`config.mk`:
```
export PLATFORM = sky130hd
export DESIGN_NAME = servo_frame_sched
export DESIGN_NICKNAME = d
export VERILOG_FILES = /design/src/rtl/servo_pkg.sv /design/src/rtl/servo_slew_step.sv /design/src/rtl/servo_frame_sched.sv
export SDC_FILE = /design/constraint.sdc
export NUM_CORES = 1
export LEC_CHECK = 0
export BUFFER_PORTS_ARGS = -buffer_cell sky130_fd_sc_hd__clkbuf_2
export CAP_MARGIN = 20
export CELL_PAD_IN_SITES_DETAIL_PLACEMENT = 1
export CELL_PAD_IN_SITES_GLOBAL_PLACEMENT = 1
export CORE_AREA = 5 5 213 215
export CTS_BUF_LIST = sky130_fd_sc_hd__clkbuf_16
export DETAILED_ROUTE_END_ITERATION = 6
export DIE_AREA = 0 0 218 220
export PLACE_DENSITY_LB_ADDON = 0.1
export SYNTH_ARGS = -nofsm -noshare
export SYNTH_HDL_FRONTEND = slang
export SYNTH_SLANG_ARGS = --single-unit
```
`constraint.sdc`:
```
create_clock -name clk -period 7.75 [get_ports clk]
set_input_delay 0.775 -clock clk [delete_from_list [all_inputs] [get_ports clk]]
set_output_delay 0.775 -clock clk [all_outputs]
set_load 0.05 [all_outputs]
```
`src/rtl/servo_pkg.sv`:
```
// Shared constants, per-channel state record and angle-to-pulse helper
// for the servo frame scheduler.
package servo_pkg;

    localparam int CNT_W       = 20;
    localparam int ANG_W       = 8;
    localparam int PERIOD_DEF  = 960000;
    localparam int MIN_PW_DEF  = 24000;
    localparam int DEG_CYC_DEF = 534;
    localparam int MAX_DEG_DEF = 180;

    typedef enum logic {
        DIR_UP   = 1'b0,
        DIR_DOWN = 1'b1
    } dir_e;

    typedef struct packed {
        logic [ANG_W-1:0] cur;
        logic [ANG_W-1:0] target;
        logic             sweep;
        dir_e             dir;
        logic [CNT_W-1:0] pw;
    } chan_state_t;

    function automatic logic [CNT_W-1:0] angle_to_pw(
        input logic [ANG_W-1:0] ang,
        input int               min_pw,
        input int               deg_cyc
    );
        return CNT_W'(min_pw) + CNT_W'(ang) * CNT_W'(deg_cyc);
    endfunction

endpackage

```
`src/rtl/servo_slew_step.sv`:
```
// Next-angle / next-direction for one channel, applied at each frame
// boundary: either a 0..MAX_DEG bounce or a bounded seek toward target.
module servo_slew_step
    import servo_pkg::*;
#(
    parameter int STEP    = 1,
    parameter int MAX_DEG = MAX_DEG_DEF
) (
    input  logic [ANG_W-1:0] cur,
    input  logic [ANG_W-1:0] target,
    input  logic             sweep,
    input  dir_e             dir,
    output logic [ANG_W-1:0] cur_next,
    output dir_e             dir_next
);

    // One spare bit so cur+STEP cannot wrap before the ceiling compare.
    localparam int             AW1    = ANG_W + 1;
    localparam logic [AW1-1:0] STEP_W = AW1'(STEP);
    localparam logic [AW1-1:0] MAX_W  = AW1'(MAX_DEG);

    logic [AW1-1:0] cur_w;
    logic [AW1-1:0] tgt_w;
    logic [AW1-1:0] up_sum;
    logic [AW1-1:0] diff;

    always_comb begin
        // NOTE: every output gets a default first so no path leaves it unassigned (no latch).
        cur_w    = {1'b0, cur};
        tgt_w    = {1'b0, target};
        up_sum   = cur_w + STEP_W;
        diff     = (tgt_w >= cur_w) ? (tgt_w - cur_w) : (cur_w - tgt_w);
        cur_next = cur;
        dir_next = dir;

        if (sweep) begin
            if (dir == DIR_UP) begin
                if (up_sum >= MAX_W) begin
                    cur_next = MAX_W[ANG_W-1:0];
                    dir_next = DIR_DOWN;
                end else begin
                    cur_next = up_sum[ANG_W-1:0];
                end
            end else begin
                if (cur_w <= STEP_W) begin
                    cur_next = '0;
                    dir_next = DIR_UP;
                end else begin
                    cur_next = ANG_W'(cur_w - STEP_W);
                end
            end
        end else if (diff > STEP_W) begin
            cur_next = (tgt_w > cur_w) ? ANG_W'(cur_w + STEP_W) : ANG_W'(cur_w - STEP_W);
        end else begin
            // Within one step of target: land exactly on it, never overshoot.
            cur_next = target;
        end
    end

endmodule

```
`src/rtl/servo_frame_sched.sv`:
```
// Multi-channel servo scheduler: one shared frame counter, a command port,
// per-frame slew of each channel and registered PWM generation.
module servo_frame_sched
    import servo_pkg::*;
#(
    parameter int  N_CH    = 4,
    parameter int  PERIOD  = PERIOD_DEF,
    parameter int  MIN_PW  = MIN_PW_DEF,
    parameter int  DEG_CYC = DEG_CYC_DEF,
    parameter int  STEP    = 1,
    parameter int  MAX_DEG = MAX_DEG_DEF,
    localparam int CW      = (N_CH > 1) ? $clog2(N_CH) : 1
) (
    input  logic             clk,
    input  logic             rst_n,
    input  logic             cmd_valid,
    output logic             cmd_ready,
    input  logic [CW-1:0]    cmd_chan,
    input  logic [ANG_W-1:0] cmd_angle,
    input  logic             cmd_sweep,
    output logic             frame_tick,
    output logic [N_CH-1:0]  busy,
    output logic [N_CH-1:0]  pwm_out
);

    localparam logic [CNT_W-1:0] LAST  = CNT_W'(PERIOD - 1);
    localparam logic [ANG_W-1:0] MAX_A = ANG_W'(MAX_DEG);

    logic [CNT_W-1:0] counter;
    logic [CNT_W-1:0] counter_next;
    logic             boundary;
    logic             accept;
    logic [ANG_W-1:0] angle_clamped;

    assign boundary      = (counter == LAST);
    assign counter_next  = boundary ? '0 : counter + 1'b1;
    // Commands are refused on the boundary so they never race the slew update.
    assign cmd_ready     = rst_n && !boundary;
    assign accept        = cmd_valid && cmd_ready;
    assign angle_clamped = (cmd_angle > MAX_A) ? MAX_A : cmd_angle;

    always_ff @(posedge clk) begin
        // NOTE: sequential state uses non-blocking assignments so every register samples pre-edge values.
        if (!rst_n) begin
            counter    <= '0;
            frame_tick <= 1'b0;
        end else begin
            counter    <= counter_next;
            frame_tick <= (counter_next == LAST);
        end
    end

    for (genvar ch = 0; ch < N_CH; ch++) begin : g_ch
        chan_state_t      st_q;
        logic             pwm_q;
        logic             hit;
        logic [ANG_W-1:0] cur_nx;
        dir_e             dir_nx;

        // Out-of-range channel numbers match no slot and are silently dropped.
        assign hit = accept && (int'(cmd_chan) == ch);

        servo_slew_step #(
            .STEP    (STEP),
            .MAX_DEG (MAX_DEG)
        ) u_step (
            .cur      (st_q.cur),
            .target   (st_q.target),
            .sweep    (st_q.sweep),
            .dir      (st_q.dir),
            .cur_next (cur_nx),
            .dir_next (dir_nx)
        );

        always_ff @(posedge clk) begin
            // NOTE: per-channel state is a handful of flops, not a RAM, so it is fully reset.
            if (!rst_n) begin
                st_q  <= '{cur: '0, target: '0, sweep: 1'b0, dir: DIR_UP, pw: CNT_W'(MIN_PW)};
                pwm_q <= 1'b0;
            end else begin
                if (hit) begin
                    st_q.target <= angle_clamped;
                    st_q.sweep  <= cmd_sweep;
                end
                // pw changes only on the boundary, so a pulse is never cut mid-frame.
                if (boundary) begin
                    st_q.cur <= cur_nx;
                    st_q.dir <= dir_nx;
                    st_q.pw  <= angle_to_pw(cur_nx, MIN_PW, DEG_CYC);
                end
                pwm_q <= (counter < st_q.pw);
            end
        end

        assign busy[ch]    = st_q.sweep || (st_q.cur != st_q.target);
        assign pwm_out[ch] = pwm_q;
    end

endmodule
```
# Word-level counts from Yosys, hierarchy flattened
# Cells that the tools add are included.
# classes
n_reduce_logical	16
n_lt_le_gt_ge	25
mul	4
n_addsub	21
muxes	42
n_eq_ne	9
# ops
op	n
2-to-1 mux 8 bit	25
less-than comparator 20 bit	4
adder 15 x 18 -> 19 bit (first input constant)	4
subtractor 8 x 8 -> 9 bit	8
multiplier 8 x 9 -> 17 bit (second input constant)	4
== test 20 bit (second input constant)	2
adder 8 x 1 -> 9 bit (second input constant)	4
greater-or-equal comparator 9 x 8 -> 1 bit (second input constant)	4
> comparator 9 x 1 -> 1 bit (second input constant)	4
2-to-1 mux 9 bit	4
greater-or-equal comparator 8 bit	4
> comparator 8 bit	4
<= comparator 8 x 1 -> 1 bit (second input constant)	4
!= test 8 bit	4
subtractor 8 x 1 -> 8 bit (second input constant)	4
adder 20 x 1 -> 20 bit (second input constant)	1
2-to-1 mux 20 bit	1
2-to-1 mux 1 bit	12
> comparator 8 bit (second input constant)	1
AND reduction 2 bit	4
logical AND 1 bit	6
== test 2 bit (second input constant)	2
logical OR 1 bit	4
== test 2 x 1 -> 1 bit (second input constant)	1
other kinds (2)	2
# word_totals
inputBits	14
out_inout_bits	10
regBits	177

# Logic depth before layout (Yosys ltp)
# logic_depth
depth_word	7
depth_mapped	33
depth_no_buf	30

# Cells and area by module
# A second synthesis with hierarchy kept.
# unflattened
cells_unflattened	2588
area_unflattened_um2	20251.9
# by_module_without_submodules
mod	area_each_um2	instances	cells_per_inst
servo_frame_sched	13487.9	1	1618
servo_slew_step (g_ch[0].u_step ...)	1641.6	3	231
servo_slew_step (g_ch[3].u_step)	1839.3	1	277

# Worst setup path after synthesis
# OpenSTA, ideal clock, no wires.
# synth_path
path_kind	reg-to-reg
from	register, netlist name g_ch[0].st_q[30]
to	register g_ch[0].st_q[16] (netlist name)
setup_ns	0.127
arrival_time_ns	7.321
stages_incl_launch_ff	31
required_ns	7.623
setup_slack_ns	0.302
cell_sequence	dfxtp_1 clkbuf_1 inv_1 ha_1 fa_1 nor2b_1 o2111ai_1 a211oi_1 o211ai_1 or4b_1 nand3_2 buf_1 nor2_1 a211oi_1 a21oi_1 ha_1 ha_1 ha_1 fa_1 ha_1 and3_1 a2111o_1 a211oi_1 xnor2_1 o21ai_0 nand3_1 a21o_1 inv_1 o211ai_1 o2111a_1 or3_1
# synth_between
elab_chain_len	7
word_cells_on_any_way	18
classes_between	5 x add/sub; 1 x mul; 5 x order compare; 7 x mux
# synth_lines
item	line	source
subtractor 8 x 8 -> 9 bit (tied with other cells)	servo_slew_step.sv:32	diff = (tgt_w >= cur_w) ? (tgt_w - cur_w) : (cur_w - tgt_w);
2-to-1 mux 9 bit / greater-or-equal comparator 9 x 8 -> 1 bit (equally long branches)	servo_slew_step.sv:32, servo_slew_step.sv:38	
> comparator 9 x 1 -> 1 bit / 2-to-1 mux 8 bit (equally long branches)	servo_slew_step.sv:52, servo_slew_step.sv:38	
2-to-1 mux 8 bit (on tied branches)	servo_slew_step.sv:52, servo_slew_step.sv:37	
2-to-1 mux 8 bit *	servo_slew_step.sv:36	if (sweep) begin
named net g_ch[0].cur_nx[2]	servo_frame_sched.sv:57	logic [ANG_W-1:0] cur_nx;
multiplier 8 x 9 -> 17 bit *	servo_pkg.sv:30	return CNT_W'(min_pw) + CNT_W'(ang) * CNT_W'(deg_cyc);
adder 15 x 18 -> 19 bit *	servo_pkg.sv:30	
end signal: assignment	servo_frame_sched.sv:78	st_q <= '{cur: '0, target: '0, sweep: 1'b0, dir: DIR_UP, pw: CNT_W'(MIN_PW)};
end: declaration	servo_frame_sched.sv:54	chan_state_t st_q;
# Mark *: on every way through the listed nets, which the timed path passes. The rest lies on a longest branch.
# A chain may end at the register's enable or synchronous reset.

# Final worst setup path
# layout_path
from	register, netlist name g_ch[0].st_q[30]
to	register g_ch[0].st_q[16] (netlist name)
# layout_between
elab_chain_len	7
word_cells_on_any_way	18
classes_between	5 x add/sub; 1 x mul; 5 x order compare; 7 x mux
# layout_lines
item	line
subtractor 8 x 8 -> 9 bit (tied with other cells)	servo_slew_step.sv:32
2-to-1 mux 9 bit / greater-or-equal comparator 9 x 8 -> 1 bit (equally long branches)	servo_slew_step.sv:32, servo_slew_step.sv:38
> comparator 9 x 1 -> 1 bit / 2-to-1 mux 8 bit (equally long branches)	servo_slew_step.sv:52, servo_slew_step.sv:38
2-to-1 mux 8 bit (on tied branches)	servo_slew_step.sv:52, servo_slew_step.sv:37
2-to-1 mux 8 bit *	servo_slew_step.sv:36
multiplier 8 x 9 -> 17 bit *	servo_pkg.sv:30
adder 15 x 18 -> 19 bit *	servo_pkg.sv:30
# Mark *: on every way between the ends. The rest lies on a longest branch, timed or not.

==> metrics.md <==
| Metric | Value |
|---|---|
| Cts bufs inserted | 17 |
| Hold WC Path Type | reg2reg |
| Reg2Reg Launch Point | g_ch[0].st_q[30] |
| Gate Count Post-Synth | 2,480 |
| Crit path time final | 7.37 ns |
| Placed cells | 3,087 |
| Clock sink count | ~170 |
| Area Growth Syn to Fin | 11.0% |
| Share of layout cells above drive strength 1 | about a tenth |
| Pre-antenna DRT Iters | 5 |
| Top post-synthesis cells by area | ha_1 21%, dfxtp_1 17%, a21oi_1 4.9% |
| Crit path capture type | flop |
| Clk root buf | clkbuf_16 |
| Routed WL per cell | 19.9 um |
| Worst VDD drop | 930 uV |
| Core footprint | 43,500 sq um |
| Vias in the first global route | between 15,000 and 20,000 |
| Worst slew pin tran | roughly 1.1 ns |
| Primary FF master, synth | dfxtp_1 |
| Crit path from | g_ch[0].st_q[30] |
| Initial antenna violation count | 1 |
| Leakage | 9.41 nW |
| Die Width | 218 um |
| Top cell type's share of synthesized area | 20.5% |
| Final worst setup slack | 0.380 ns |
| 1st-iter DRT viols | 1,122 |
| Ports | 24 |
| Max cap viols | 0 |
| Worst Path Arrival | 7.72 ns |
| Tightest hold margin | 0.458 ns |
| Clk buf depth | 2 |
| FFs w/ async S/R, synth | 0% |
| Status | completed |
| Finished Layout Cells | 3,130 |
| Reg-to-Reg End | g_ch[0].st_q[16] |
| H-tree levels | 4 |
| Reg2reg setup slack | 0.38 ns |
| Dominant cell type by area after synthesis | ha_1 |
| I/O Buffers | 23 |
| EDFF count, synth | 0 |
| Most common cell after layout, fill and taps aside | ha_1 |
| Avg Vias per Cell | 5.89 |
| Critical-path maximum fanout | 15 |
| Pwr Density | between 400 and 500 nW/um^2 |
| Mapped Area | around 19,000 sq um |
| Power Total | 9.35 mW |
| Fmax | about 0.14 GHz |
| Hold Buf Count CTS | 0 |
| Residual DRC | 0 |
| Startpoint Class | flop |
| Fin crit share | 95.1% |
| # diodes | 0 |
| Remaining Overflow, GRT | 0 |
| Crit-path max cell delay | about 0.60 ns |
| Syn avg cell area | ~7.7 sq um |
| Critical path destination | g_ch[0].st_q[16] |
| Die ar. | around 48,000 sq um |
| Mapped Nets | 2,839 |
| CTS tree | built |
| Worst-path clk slew | 0.07 ns |
| #FFs+latches synth | 165 |
| Core Rows | 77 |
| Global Route Usage Sum | 25.9% |
| Critical path class | reg2reg |
| HPWL after DPL | 48,600 um |
| Total Routed Length | 62,400 um |
| Die height | 220 um |
| Skew final | between 0.01 and 0.015 ns |
| Slowest cell on crit path | or4b_1 |
| Post-synthesis sequential area ratio | 17.3% |
| R2R depth | 30 |
| DP Worst Slack | between 0.009 and 0.01 ns |
| Nets | 2,884 |
| Fin. max-slew vios | 0 |
| First-pass GRT wire length | ~100,000 um |
| Routed via count | 18,400 |
| Global placer's final weighted congestion | around 0.9 |
| Most frequent cells in the layout | 311 x ha_1, 239 x nand2_1, 224 x inv_1 |
| YS warnings | 0 |
| Slew HR | between 20% and 30% |
| Netlist cell types | between 90 and 100 |
| Largest net degree at the start of global routing | 73 |
| Initial Utilization | a little over two fifths |
| Final Hold Fails | 0 |
| WP data required | roughly 8.1 ns |
| Antenna Nets Post-Route | 0 |
| Most frequent CP cell | ha_1 |
| Setup violators final | 0 |
| Clk Latency, worst-skew pair | 0.47 ns |
-- power by group --
group	internal [mW]	switching [mW]
combinational	3.29	4.35
sequential	0.854	0.0104
clock	0.424	0.428
total	4.57	4.79
-- Yosys cell counts, drive strengths merged (11+ instances only) --
master   instances
o211ai          47
nor4            23
o22ai           21
or4             13
buf             18
o311ai          12
a31oi           24
xnor2           93
nand4           28
o21ai           86
and3            18
nor2b           29
a211oi          37
dfxtp          165
ha             313
or3             15
xor2            51
nor2           212
o2111ai         11
a21oi          187
nor3            75
o21a            16
clkbuf          97
or2             12
fa              32
nand2          239
nand3b          11
nand2b          27
and2            15
mux2i           50
a21o            42
nand3           58
inv            227
-- what timing repair did --
item / CTS / global route
pin swaps: 0 / 12
gates resized for setup: 2 / 57
setup buffers: 0 / 11
setup endpoints to repair: 1 / 15
-- worst min path at each step --
stage | from | to | slack (ns) | depth (start not counted)
after detailed placement | g_ch[1].st_q[5] | g_ch[1].st_q[5] | 0.45 | 2
after floorplan | counter[0] | counter[0] | 0.43 | 1
final | g_ch[0].st_q[4] | g_ch[0].st_q[4] | 0.46 | 2
after CTS | g_ch[1].st_q[5] | g_ch[1].st_q[5] | 0.46 | 2
after global placement | g_ch[2].st_q[4] | g_ch[2].st_q[4] | 0.44 | 2
after global routing | g_ch[1].st_q[3] | g_ch[1].st_q[3] | 0.48 | 2
-- state kept, by name, summed over array words and instances (netlist names) --
name	count
g_ch.st_q	140
counter	20
g_ch.pwm_q	4
frame_tick	1
-- routing by layer --
layer  wire, um  vias to the layer above  track usage [%]
li1           -                     8920                -
met1      29800                     9088             35.1
met2      29200                      347             44.3
met3       2030                       74             2.53
met4       1330                        0             6.68
met5          0                        -                0
-- worst max-delay path, delay by kind of cell (launching register included) --
family                   cells  cell delay, ns
multiplexers                 1            0.23
AND/OR/NAND/NOR              6            1.63
AO/OA/AOI/OAI               10            2.11
flip-flops                   1            0.33
adder cells (fa/ha/maj)      7            2.44
XOR/XNOR                     1            0.09
buffers and inverters        5            0.43
-- logic make-up after synthesis --
family          Yosys count  share of synthesized area, %
mux                      59                          3.15
buf+inv                 348                          6.98
xor+xnor                144                          6.60
fa+ha+maj               345                          23.9
compound gates          612                          21.7
flops                   165                          17.3
simple gates            807                          20.4
-- layout make-up --
class	count	area (sq um)
Sequential cell	165	3310
Inverter	233	883
Tap cell	592	741
Timing Repair Buffer	141	1000
Clock inverter	15	139
Fill cell	5413	22300
Multi-Input combinational cell	1967	14700
Clock buffer	17	425
-- per-stage QoR --
step	util (%)	setup TNS (ns)	cell area, sq um
detailed placement	46.7	0	20300
global route	48.7	-0.0812	21200
finish	48.7	0	21200
CTS	48.0	0	20900
floorplan	-	0	19100
global placement	46.7	0	20300
Note: power is estimated with default switching activity, not from simulation.
